## config.mk

```make
export PLATFORM = sky130hd
export DESIGN_NAME = memory_reg_16bit
export DESIGN_NICKNAME = d
export VERILOG_FILES = /design/src/rtl/memory_reg_16bit_pkg.sv /design/src/rtl/memory_cell_1bit.sv /design/src/rtl/memory_reg_16bit.sv
export SDC_FILE = /design/constraint.sdc
export NUM_CORES = 1
export LEC_CHECK = 0
export BUFFER_PORTS_ARGS = -buffer_cell sky130_fd_sc_hd__buf_4
export CAP_MARGIN = 10
export CORE_MARGIN = 2
export CORE_UTILIZATION = 47
export CTS_CLUSTER_DIAMETER = 120
export DETAILED_ROUTE_END_ITERATION = 8
export GPL_TIMING_DRIVEN = 0
export PLACE_DENSITY = 0.81
export SLEW_MARGIN = 20
export SYNTH_ARGS = -nofsm -noshare
export SYNTH_HDL_FRONTEND = slang
export SYNTH_SLANG_ARGS = --single-unit
```

## constraint.sdc

```tcl
create_clock -name clk -period 1.35 [get_ports clk]
set_clock_uncertainty 0.15 [all_clocks]
set_input_delay 0.27 -clock clk [delete_from_list [all_inputs] [get_ports clk]]
set_output_delay 0.27 -clock clk [all_outputs]
set_load 0.1 [all_outputs]
```

## src/rtl/memory_reg_16bit_pkg.sv

```systemverilog
// Shared constants for the 16-bit storage register slice.
package memory_reg_16bit_pkg;
  localparam int          MEMREG_WIDTH   = 16;
  localparam logic [15:0] MEMREG_RST_VAL = 16'h0000;
endpackage

```

## src/rtl/memory_cell_1bit.sv

```systemverilog
// One storage bit: synchronous active-low reset, load enable as a recirculating mux.
module memory_cell_1bit #(
  parameter logic RST_BIT = 1'b0
) (
  input  logic clk,
  input  logic rst,
  input  logic d,
  input  logic en,
  output logic q
);

  always_ff @(posedge clk) begin
    if (!rst) q <= RST_BIT;
    else      q <= en ? d : q;
  end

endmodule

```

## src/rtl/memory_reg_16bit.sv

```systemverilog
// Load-enabled register built from WIDTH single-bit cells; reset loads RST_VAL.
module memory_reg_16bit
  import memory_reg_16bit_pkg::*;
#(
  parameter int                WIDTH   = MEMREG_WIDTH,
  parameter logic [WIDTH-1:0]  RST_VAL = WIDTH'(MEMREG_RST_VAL)
) (
  input  logic             clk,
  input  logic             rst,
  input  logic [WIDTH-1:0] d,
  input  logic             en,
  output logic [WIDTH-1:0] q
);

  generate
    if (WIDTH < 1) begin : g_bad_width
      $error("memory_reg_16bit: WIDTH must be at least 1");
    end
  endgenerate

  for (genvar i = 0; i < WIDTH; i++) begin : g_cell
    memory_cell_1bit #(
      .RST_BIT (RST_VAL[i])
    ) u_cell (
      .clk (clk),
      .rst (rst),
      .d   (d[i]),
      .en  (en),
      .q   (q[i])
    );
  end

endmodule

```

==> results.yml <==
run_status:
  run_status: "complete, no violations"
clocking:
  cts_buffers: 3
  clk_pin_slew_ps: 100
  h-tree-depth: 1
  insertion_delay_ps: 290
  ctsRootBufferMaster: "clkbuf_4"
  cts_max_path_buffers: 2
  cts_tree: "yes"
  cts.sinks: 16
  ctsHoldBuffers: 0
synthesis:
  synth_simple_gate_area_share: 0.136
  synth_top_family_by_area: "multiplexers"
  syn_nets: 86
  synth-seq-cells: 16
  synth_top_area_cell: "dfxtp_1"
  synth_compound_area_frac: 0
  synthesis.area_um2: 736
  yosys.area_share.adder: 0
  yosysWarnings: 0
  synth.area.top_cells: "dfxtp_1 (44%), mux2i_1 (22%), buf_4 (16%), nor2b_1 (14%), buf_12 (2.7%)"
  synthCells: 67
  yosysUniqueCellTypes: 7
  ys_seq_area_frac: 0.435
  synth_xor_xnor_area_share: 0
  syn-mean-instance-area_um2: 11.0
  synth_top_area_frac: 0.435
  muxShareOfSynthArea: 0.218
timing:
  timing.hold.ws_ps: 77.0
  rsz0062_at_grt: "true"
  period_needed_ps: 1330
  fin_crit_sh: 0.986
  max_slew_margin: 0.775
  final-hold-violation-count: 0
  setup_viol: 0
  fin_ws_ps: 18.9
  tightest_slew_ps: 338
  drv_slew: 0
  max_freq_mhz: 751
place:
  place.gp.congestion: 0.672
  pre_cts_slack_ps: 208
  hpwl_mm: 1.05
  portBuffers: 33
worst_hold_path:
  hold_class: "in2reg"
  hold_depth: 3
  min_from: "d[8]"
  min_to: "g_cell[8].u_cell.q"
detailed_routing:
  via_per_inst: 4.73
  drc_errors: 0
  drt_iter0_markers: 4
  dr.pass1.iters: 4
  ant_nets: 0
  wl_per_cell_um: 16.2
  finalWirelength_mm: 1.77
  vias: 516
setup_path:
  reg2reg_from: "g_cell[6].u_cell.q"
  crit_start: "g_cell[10].u_cell.q"
  reg2reg_to: "g_cell[6].u_cell.q"
  worstRegToRegCells: 3
  setup.worst_path.end_class: "primary output"
  r2r_slack_ps: 420
  critPathKind: "reg2out"
  crit_path_max_fanout: 2
  startpoint_type: "flop"
  crit_required_ps: 930
  critPathArrivalTime_ps: 910
floorplanning:
  dieHeight_um: 43.6
  num_rows: 14
  die_w_um: 43.6
  core_area_um2: 1490
  io_pins: 35
  initial_core_util: 0.494
  design.die.area_um2: 1900
layout:
  num_antenna_cells: 0
  final_common_cell: "buf_4"
  finalNetCount: 113
  post_route_cells_drive_above_1_share: 0.645
  reg.largest.list: "g_cell.u_cell.q (16)"
  largest-register: "g_cell.u_cell.q"
  fin_util: 0.793
  largest_reg_flops: 16
  area_delta_synth_final_pct: 60.5
  most-common-layout-cells: "buf_4 (21), buf_12 (17), mux2i_1 (16), nor2b_1 (16), dfxtp_2 (16)"
global_route:
  grt_use_total: 0.207
  antenna_found_initial: 0
  grt_pass1_wl_mm: 2.79
  overflow: 0
  grt_max_degree: 11
  grt_pass1_vias: 565
pwr:
  irDropWorstVdd_mv: 0.853
  power_mw: 1.33
  power.leakage_nw: 0.543
  p_per_area_nw_per_um2: 1120
run:
  drv_cap: 0
-- layout make-up --
type / instances / area (um2)
Clock buffer: 4 / 36.3
Tap cell: 16 / 20.0
Buffer: 7 / 68.8
Sequential cell: 16 / 340
Multi-Input combinational cell: 32 / 260
Timing Repair Buffer: 34 / 455
Fill cell: 98 / 308
-- critical path: stages (launching register included) --
cell and delay (ps):
dfxtp_2 330, buf_4 130, buf_12 150
-- per-stage QoR --
stage / cell area [um2] / cells / setup TNS (ps)
global route: 1180 / 109 / -18.8
global placement: 1000 / 116 / 0
detailed placement: 1000 / 116 / 0
CTS: 1240 / 120 / 0
finish: 1180 / 109 / 0
floorplan: 736 / 67 / 0
-- per-layer routing --
metal,up-vias,part of all wire,global-route usage
met3,4,0.031,0.0375
li1,249,-,-
met1,247,0.37,0.231
met5,-,0,0
met2,16,0.57,0.371
met4,0,0.028,0.103
-- worst max path at each step --
stage	slack [ps]	depth (start not counted)	to
floorplan	340	4	g_cell[0].u_cell.q
global placement	250	2	q[11]
detailed placement	210	2	q[0]
CTS	3	2	q[13]
global route	-9	2	q[2]
finish	20	2	q[10]
-- where the power goes --
group	leakage, nW	total [mW]	internal [mW]	switching [mW]
Clock	0.0210	0.333	0.164	0.169
Combinational	0.384	0.460	0.191	0.270
Sequential	0.138	0.533	0.506	0.0272
-- cells in the mapped netlist --
cell type and count:
clkbuf_1 1, nor2b_1 16, buf_6 1, buf_4 16, dfxtp_1 16, buf_12 1, mux2i_1 16
-- cell families after synthesis --
| family | count (synthesis) |
|---|---|
| and+or+nand+nor | 16 |
| muxes | 16 |
| buffers and inverters | 19 |
| DFF | 16 |
-- repair_timing --
action	in CTS	in global routing
resized for setup	48	17
setup endpoints to repair	16	16
cloned	0	0
buffers inserted	0	1
No activity file was read; power rests on OpenSTA's default activity.
